File: src/rtl/mem_line_engine.sv
// Cache-line initiator: splits one line read/write into per-beat memory requests
// and reassembles tagged read responses (any order) into a full line.
module mem_line_engine #(
    parameter int MEM_ADDR_BITS = 28,
    parameter int MEM_DATA_BITS = 128,
    parameter int MEM_TAG_BITS  = 5,
    parameter int BEATS         = 4
) (
    input  logic                                      clk,
    input  logic                                      reset,
    input  logic                                      cmd_valid,
    output logic                                      cmd_ready,
    input  logic                                      cmd_rw,
    input  logic [MEM_ADDR_BITS-$clog2(BEATS)-1:0]    cmd_line_addr,
    input  logic [BEATS*MEM_DATA_BITS-1:0]            cmd_wdata,
    input  logic [BEATS*MEM_DATA_BITS/8-1:0]          cmd_wmask,
    output logic                                      done_valid,
    output logic [BEATS*MEM_DATA_BITS-1:0]            done_rdata,
    output logic                                      mem_req_valid,
    input  logic                                      mem_req_ready,
    output logic                                      mem_req_rw,
    output logic [MEM_ADDR_BITS-1:0]                  mem_req_addr,
    output logic [MEM_TAG_BITS-1:0]                   mem_req_tag,
    output logic                                      mem_req_data_valid,
    input  logic                                      mem_req_data_ready,
    output logic [MEM_DATA_BITS-1:0]                  mem_req_data_bits,
    output logic [MEM_DATA_BITS/8-1:0]                mem_req_data_mask,
    input  logic                                      mem_resp_valid,
    input  logic [MEM_TAG_BITS-1:0]                   mem_resp_tag,
    input  logic [MEM_DATA_BITS-1:0]                  mem_resp_data
);
    localparam int BW = $clog2(BEATS);
    localparam int LW = MEM_ADDR_BITS - BW;
    localparam int MW = MEM_DATA_BITS / 8;

    typedef enum logic [2:0] {IDLE, RD_REQ, RD_WAIT, WR_REQ, WR_DATA, DONE} state_t;
    state_t state;

    logic [LW-1:0]                       line_q;
    logic [BEATS-1:0][MEM_DATA_BITS-1:0] wdata_q, line_buf, line_next;
    logic [BEATS-1:0][MW-1:0]            wmask_q, srch_mask;
    logic [BW-1:0]                       issue_cnt, issue_nxt, wr_beat, srch_idx;
    logic [BW:0]                         srch_start;
    logic [BEATS-1:0]                    rcv, rcv_next;
    logic                                rsp_hit, req_fire, data_fire, last_issue, line_full;
    logic                                srch_found;
    logic                                unused_tag_hi;

    assign unused_tag_hi = ^mem_resp_tag[MEM_TAG_BITS-1:BW];

    assign rsp_hit    = mem_resp_valid && (state == RD_REQ || state == RD_WAIT);
    assign req_fire   = mem_req_valid && mem_req_ready;
    assign data_fire  = mem_req_data_valid && mem_req_data_ready;
    assign issue_nxt  = issue_cnt + 1'b1;
    assign last_issue = req_fire && (issue_cnt == BW'(BEATS-1));
    assign line_full  = &rcv_next;

    // Line image and bitmap including this cycle's response, so the final
    // response can complete the line on the same edge it is captured.
    always_comb begin
        line_next = line_buf;
        rcv_next  = rcv;
        if (rsp_hit) begin
            line_next[mem_resp_tag[BW-1:0]] = mem_resp_data;
            rcv_next[mem_resp_tag[BW-1:0]]  = 1'b1;
        end
    end

    // Lowest non-empty write beat at or after srch_start; in IDLE this looks
    // at the incoming mask so the first request is registered on acceptance.
    always_comb begin
        srch_mask  = (state == IDLE) ? cmd_wmask : wmask_q;
        srch_start = (state == IDLE) ? '0 : (BW+1)'(wr_beat) + (BW+1)'(1);
        srch_found = 1'b0;
        srch_idx   = '0;
        for (int b = BEATS-1; b >= 0; b--) begin
            if ((b >= int'(srch_start)) && (|srch_mask[b])) begin
                srch_found = 1'b1;
                srch_idx   = BW'(b);
            end
        end
    end

    always_ff @(posedge clk) begin
        if (!reset) begin
            state              <= IDLE;
            cmd_ready          <= 1'b1;
            done_valid         <= 1'b0;
            done_rdata         <= '0;
            mem_req_valid      <= 1'b0;
            mem_req_rw         <= 1'b0;
            mem_req_addr       <= '0;
            mem_req_tag        <= '0;
            mem_req_data_valid <= 1'b0;
            mem_req_data_bits  <= '0;
            mem_req_data_mask  <= '0;
            line_q             <= '0;
            wdata_q            <= '0;
            wmask_q            <= '0;
            line_buf           <= '0;
            rcv                <= '0;
            issue_cnt          <= '0;
            wr_beat            <= '0;
        end else begin
            done_valid <= 1'b0;
            if (rsp_hit) begin
                line_buf <= line_next;
                rcv      <= rcv_next;
            end
            case (state)
                IDLE: begin
                    if (cmd_valid && cmd_ready) begin
                        cmd_ready  <= 1'b0;
                        line_q     <= cmd_line_addr;
                        wdata_q    <= cmd_wdata;
                        wmask_q    <= cmd_wmask;
                        issue_cnt  <= '0;
                        rcv        <= '0;
                        mem_req_rw <= cmd_rw;
                        if (!cmd_rw) begin
                            state         <= RD_REQ;
                            mem_req_valid <= 1'b1;
                            mem_req_addr  <= {cmd_line_addr, {BW{1'b0}}};
                            mem_req_tag   <= '0;
                        end else begin
                            // An all-empty mask leaves valid low; WR_REQ then finishes.
                            state         <= WR_REQ;
                            mem_req_valid <= srch_found;
                            wr_beat       <= srch_idx;
                            mem_req_addr  <= {cmd_line_addr, srch_idx};
                            mem_req_tag   <= MEM_TAG_BITS'(srch_idx);
                        end
                    end
                end
                RD_REQ: begin
                    if (req_fire) begin
                        if (last_issue) begin
                            mem_req_valid <= 1'b0;
                            if (line_full) begin
                                state      <= DONE;
                                done_valid <= 1'b1;
                                done_rdata <= line_next;
                            end else begin
                                state <= RD_WAIT;
                            end
                        end else begin
                            issue_cnt    <= issue_nxt;
                            mem_req_addr <= {line_q, issue_nxt};
                            mem_req_tag  <= MEM_TAG_BITS'(issue_nxt);
                        end
                    end
                end
                RD_WAIT: begin
                    if (line_full) begin
                        state      <= DONE;
                        done_valid <= 1'b1;
                        done_rdata <= line_next;
                    end
                end
                WR_REQ: begin
                    if (!mem_req_valid) begin
                        state      <= DONE;
                        done_valid <= 1'b1;
                    end else if (req_fire) begin
                        state              <= WR_DATA;
                        mem_req_valid      <= 1'b0;
                        mem_req_data_valid <= 1'b1;
                        mem_req_data_bits  <= wdata_q[wr_beat];
                        mem_req_data_mask  <= wmask_q[wr_beat];
                    end
                end
                WR_DATA: begin
                    if (data_fire) begin
                        mem_req_data_valid <= 1'b0;
                        if (srch_found) begin
                            state         <= WR_REQ;
                            wr_beat       <= srch_idx;
                            mem_req_valid <= 1'b1;
                            mem_req_addr  <= {line_q, srch_idx};
                            mem_req_tag   <= MEM_TAG_BITS'(srch_idx);
                        end else begin
                            state      <= DONE;
                            done_valid <= 1'b1;
                        end
                    end
                end
                DONE: begin
                    state     <= IDLE;
                    cmd_ready <= 1'b1;
                end
                default: begin
                    state     <= IDLE;
                    cmd_ready <= 1'b1;
                end
            endcase
        end
    end
endmodule

File: config.mk
export PLATFORM = sky130hd
export DESIGN_NAME = mem_line_engine
export DESIGN_NICKNAME = d
export VERILOG_FILES = /design/src/rtl/mem_line_engine.sv
export SDC_FILE = /design/constraint.sdc
export NUM_CORES = 2
export LEC_CHECK = 0
export CORE_AREA = 2 2 553 555
export DETAILED_ROUTE_END_ITERATION = 10
export DIE_AREA = 0 0 555 557
export PLACE_DENSITY = 0.44
export RECOVER_POWER = 100
export SLEW_MARGIN = 20
export SYNTH_ARGS = -nofsm -noshare
export SYNTH_HDL_FRONTEND = slang
export SYNTH_SLANG_ARGS = --single-unit
File: constraint.sdc
create_clock -name clk -period 5.2 [get_ports clk]
set_input_delay 1.3 -clock clk [delete_from_list [all_inputs] [get_ports clk]]
set_output_delay 1.3 -clock clk [all_outputs]
set_load 0.02 [all_outputs]
# After elaboration in Yosys (flattened, before gate mapping)
# Cells that the tools add are included.
[totals]
inputBits = 742
register_bits = 1819
wordCells = 172
[op_classes]
bitwise_logic = 2
n_eq_ne = 16
n_addsub = 2
order_cmp = 7
n_mux = 84
reduce_logical = 34
[op_table]
columns = ["op", "n"]
rows = [
  ["2-to-1 mux 512 bit", 4],
  ["case mux 512 bit (2 select lines)", 1],
  ["bitwise mux 512 bit", 1],
  ["binary-select mux 128 bit (select 2 bit)", 1],
  ["demux 128 bit (select 2 bit)", 1],
  ["2-to-1 mux 128 bit", 2],
  ["2-to-1 mux 28 bit", 5],
  ["case mux 28 bit (3 select lines)", 1],
  ["2-to-1 mux 64 bit", 1],
  ["OR reduction 16 bit", 4],
  ["binary-select mux 16 bit (select 2 bit)", 1],
  ["2-to-1 mux 3 bit", 10],
  ["2-to-1 mux 2 bit", 14],
  ["2-to-1 mux 5 bit", 5],
  ["2-to-1 mux 1 bit", 23],
  ["!= test 2 bit (second input constant)", 9],
  ["AND reduction 6 bit", 3],
  ["2-to-1 mux 16 bit", 1],
  ["2-to-1 mux 4 bit", 4],
  ["case mux 3 bit (5 select lines)", 1],
  ["case mux 5 bit (3 select lines)", 1],
  ["AND reduction 4 bit", 3],
  ["logical AND 1 bit", 10],
  ["case mux 1 bit (4 select lines)", 2],
  ["26 further kinds", 37],
]

# Depth between registers and ports, before layout
[depth]
word_depth = 11
ltp_mapped = 11

# Worst setup path after synthesis
# OpenSTA, ideal clock, no wires.
[synth_path]
path_type = "input-to-reg"
from = "input port mem_resp_valid"
to = "register done_rdata[127]"
t_required_ns = 5.114
path_stages = 10
t_arrival_ns = 3.164
setup_slack_ns = 1.950
path_cell_list = "nor2b_1 > clkbuf_1 > a41oi_1 > a2111oi_4 > and3_1 > buf_2 > buf_2 > buf_2 > nor2_1 > a211oi_1"
[synth_via]
elab_chain_len = 7
elab_cells_between_ends = 8
classes_between = "6 x mux; 2 x reduce/logical"
[synth_lines]
columns = ["item", "line", "rtl"]
rows = [
  ["from (decl)", "28", "input logic mem_resp_valid,"],
  ["logical AND 1 bit (*)", "51", "assign rsp_hit = mem_resp_valid && (state == RD_REQ || state == RD_WAIT);"],
  ["2-to-1 mux 4 bit", "63", "if (rsp_hit) begin"],
  ["AND reduction 4 bit", "56", "assign line_full = &rcv_next;"],
  ["2-to-1 mux 512 bit (*)", "139, 154", ""],
  ["2-to-1 mux 512 bit", "137", "if (last_issue) begin"],
  ["2-to-1 mux 512 bit", "136", "if (req_fire) begin"],
  ["case mux 512 bit (2 select lines) (*)", "110", "case (state)"],
  ["to (signal assigned)", "142", "done_rdata <= line_next;"],
  ["to (signal assigned)", "157", "done_rdata <= line_next;"],
  ["to (decl)", "18", "output logic [BEATS*MEM_DATA_BITS-1:0] done_rdata,"],
]
# Every way passes the cells marked *; elsewhere a longest branch is shown, timed or not. The select of a mux whose other input is x is not followed.
# A chain may end at the register's enable or synchronous reset.

# Worst setup path in the final report
[layout_path]
from = "register state[0]"
to = "register done_rdata[509]"
[layout_via]
elab_chain_len = 9
elab_cells_between_ends = 15
classes_between = "4 x eq/ne; 6 x mux; 5 x reduce/logical"
[layout_lines]
columns = ["item", "line", "rtl"]
rows = [
  ["from (decl)", "37", "state_t state;"],
  ["from (signal assigned)", "86", "state <= IDLE;"],
  ["from (signal assigned)", "121", "state <= RD_REQ;"],
  ["from (signal assigned)", "127", "state <= WR_REQ;"],
  ["equality test 3 x 1 -> 1 bit or equality test 3 x 2 -> 1 bit (tied branches)", "51, 110", ""],
  ["logical OR 1 bit", "51", ""],
  ["logical AND 1 bit", "51", ""],
  ["2-to-1 mux 4 bit", "63", ""],
  ["AND reduction 4 bit", "56", ""],
  ["2-to-1 mux 512 bit", "139, 154", ""],
  ["2-to-1 mux 512 bit", "137", ""],
  ["2-to-1 mux 512 bit", "136", ""],
  ["case mux 512 bit (2 select lines)", "110", ""],
]
# Several ways; a longest one is shown, not always the timed one. The select of a mux whose other input is x is not followed.

==> impl_metrics.ini <==
[detailed_routing]
drtAntennaViolNets = 0
drcViolationCount = 0
drt_wl_total_mm = 280
firstDrtPassIters = 5
via_per_inst = 4.42
vias = 55200
drt_iter0_markers = 3202
wl_per_cell_um = 22.4

[synthesis]
synth_commonest_cells = 1814 x dfxtp_1, 1507 x nand2_1, 1047 x nor2_1, 788 x a21oi_1
synth_top_area_share_pct = 55.2
yosysTopAreaCell = dfxtp_1
netlist_instances = 7092
avgSynthCellArea_um2 = 9.28
synth_edf_count = 0
yosysMostFrequentCell = dfxtp_1
async_reset_ff_share_pct = 0
synth_area_leaders = dfxtp_1 55%, nand2_1 8.6%, mux2i_1 8.2%
ys.flop_type = dfxtp_1
ys_seq_area_share_pct = 55.2
yosysWarnings = 0
syn_area_um2 = 65800
ys_ff_latch = 1814
netlist-cell-type-count = 47

[sta]
achievable-frequency_mhz = 236
fin_tns_setup_ns = 0
tightest_slew_ns = 2.70
final-hold-violation-count = 0
clock_skew_ns = 0.0388
drv_slew = 490
fin_crit_ns = 4.23
slew_headroom_pct = -81.0
setup_viol = 0
rsz0062_at_grt = no
hold_ws_ns = 0.450
fin_crit_sh_pct = 81.3

[power]
total_power_mw = 36.3
irDropWorstVdd_mv = 0.316
powerDensity_nw_per_um2 = 398
p_leak_nw = 35.3

[placed_design]
hpwlAfterDp_mm = 211
portBuffers = 1429
place.gp.congestion = 0.813

[critical_path]
crit_path_end = done_rdata[509]$_SDFFE_PN0P_
crit_fanout = 62
setup.worst_path.start_class = register
regToRegStartpoint = state[0]$_SDFFE_PN0P_
path_class = register to register
end_kind = register
arrival_ns = 4.95
r2r_cells = 8
rr_endpoint = done_rdata[509]$_SDFFE_PN0P_
cp.required_ns = 5.92
reg2reg_setup_slack_ns = 0.97
crit_path_start = state[0]$_SDFFE_PN0P_

[clock_tree]
numCtsBuffers = 210
cts_resized = 0
root_buffer = clkbuf_16
post_cts_buffers = 0
cts.htree.levels = 4
worstSkewPairLatency_ns = 0.86
cts.sinks = 1814
cts_tree = built
ctsHoldBuffers = 0
clock_path_buffers = 4
path_clk_slew_ns = 0.06

[grt]
grt_max_degree = 152
grt_usage_pct = 17.4
grt_overflow = 0
antenna_found_initial = 101
grt_pass1_vias = 53700
grt_pass1_wl_mm = 391

[floorplan]
coreArea_um2 = 304000
start_util_pct = 21.7
num_rows = 203
io_pins = 1436
die_area_um2 = 309000
die_height_um = 557
die_w_um = 555

[run_status]
violations = capacitance limit, slew limit
run_status = finished, violations left

[final_layout]
syn_to_final_growth_pct = 38.4
fillCellCount = 32000
fin_nets = 9046
final_layout_size_suffix_gt1_share_pct = 6.88

[min_path]
hp-class = register to register
holdPathStages = 2

[job]
cap_violations = 11
-- critical path, stage by stage, from the launching register on --
cell and delay, ns:
dfxtp_1 0.77, xor2_1 0.67, a41oi_1 0.32, a2111oi_4 0.50
and3_2 0.89, buf_12 0.27, buf_12 0.27, nor2_1 0.08
a211oi_1 0.25
-- cell families after synthesis --
kind of cell	share of synthesized area (%)
other cells	0.00570
mux	13.1
buf+inv	3.82
simple gates	15.3
compound gates	12.5
flops	55.2
fa+ha+maj	0.0532
xor+xnor	0.0247
-- worst min path at each step --
stage / slack, ns / startpoint / to
6_report: 0.45 / mem_req_data_mask[13]$_SDFFE_PN0P_ / mem_req_data_mask[13]$_SDFFE_PN0P_
5_1_grt: 0.46 / mem_req_data_bits[15]$_SDFFE_PN0P_ / mem_req_data_bits[15]$_SDFFE_PN0P_
4_1_cts: 0.45 / wdata_q[315]$_SDFFE_PN0P_ / wdata_q[315]$_SDFFE_PN0P_
3_5_place_dp: 0.44 / wdata_q[315]$_SDFFE_PN0P_ / wdata_q[315]$_SDFFE_PN0P_
3_3_place_gp: 0.44 / wdata_q[24]$_SDFFE_PN0P_ / wdata_q[24]$_SDFFE_PN0P_
2_1_floorplan: 0.43 / wdata_q[256]$_SDFFE_PN0P_ / wdata_q[256]$_SDFFE_PN0P_
-- flip-flops by register name, indices dropped and copies added, names as in the netlist, 2 cells and up --
name and count:
mem_req_addr 28, line_buf 512, state 3, issue_cnt 2, wr_beat 2, done_rdata 512, mem_req_data_bits 128, wdata_q 512
line_q 26, wmask_q 64, rcv 4, mem_req_data_mask 16
-- per-layer routing --
metal	global-route usage, %	part of all wire (%)	routed length (um)
met2	29.8	49	136000
met5	0	0.11	296
met3	4.85	7.1	19900
met4	7.53	4.4	12300
met1	20.1	40	112000
-- report_power, final --
| part | switching, mW | internal, mW |
|---|---|---|
| sequential | 0.738 | 15.0 |
| combinational | 3.64 | 2.36 |
| clock | 6.05 | 8.47 |
-- cell usage in the layout, fill, tap and decap left out, types with 5 or more instances in the layout --
master / n
a211oi_1: 541
a21oi_1: 787
buf_12: 42
buf_4: 63
bufinv_16: 5
clkbuf_1: 106
clkbuf_16: 214
clkbuf_8: 47
clkdlybuf4s50_1: 735
clkinv_2: 30
dfxtp_1: 1812
diode_2: 45
dlygate4sd3_1: 693
inv_1: 5
inv_6: 5
mux2i_1: 541
mux4_2: 144
nand2_1: 1507
nand3_1: 5
nand4_1: 10
nor2_1: 1047
nor3_1: 6
nor4_1: 32
o21ai_0: 9
-- metrics by stage --
stage	instances	util (%)	instance area [um^2]	setup WS [ns]
3_5_place_dp	12100	27.8	84600	0.709
4_1_cts	12500	30.0	91300	1.42
6_report	12500	30.0	91100	0.971
2_1_floorplan	7094	-	65900	1.95
3_3_place_gp	12100	27.8	84600	0.790
5_1_grt	12500	29.9	91000	0.612
-- cell type report --
cell class | instances | area, um^2 | share of cell area [%]
Sequential cell | 1814 | 36300 | 39.9
Clock buffer | 317 | 6210 | 6.82
Multi-Input combinational cell | 4681 | 27100 | 29.7
Tap cell | 3997 | 5000 | 5.49
Clock inverter | 50 | 527 | 0.578
Inverter | 6 | 30.0 | 0.0330
Timing Repair Buffer | 1589 | 15800 | 17.4
Antenna cell | 45 | 113 | 0.124
(Power assumes the default switching activity.)
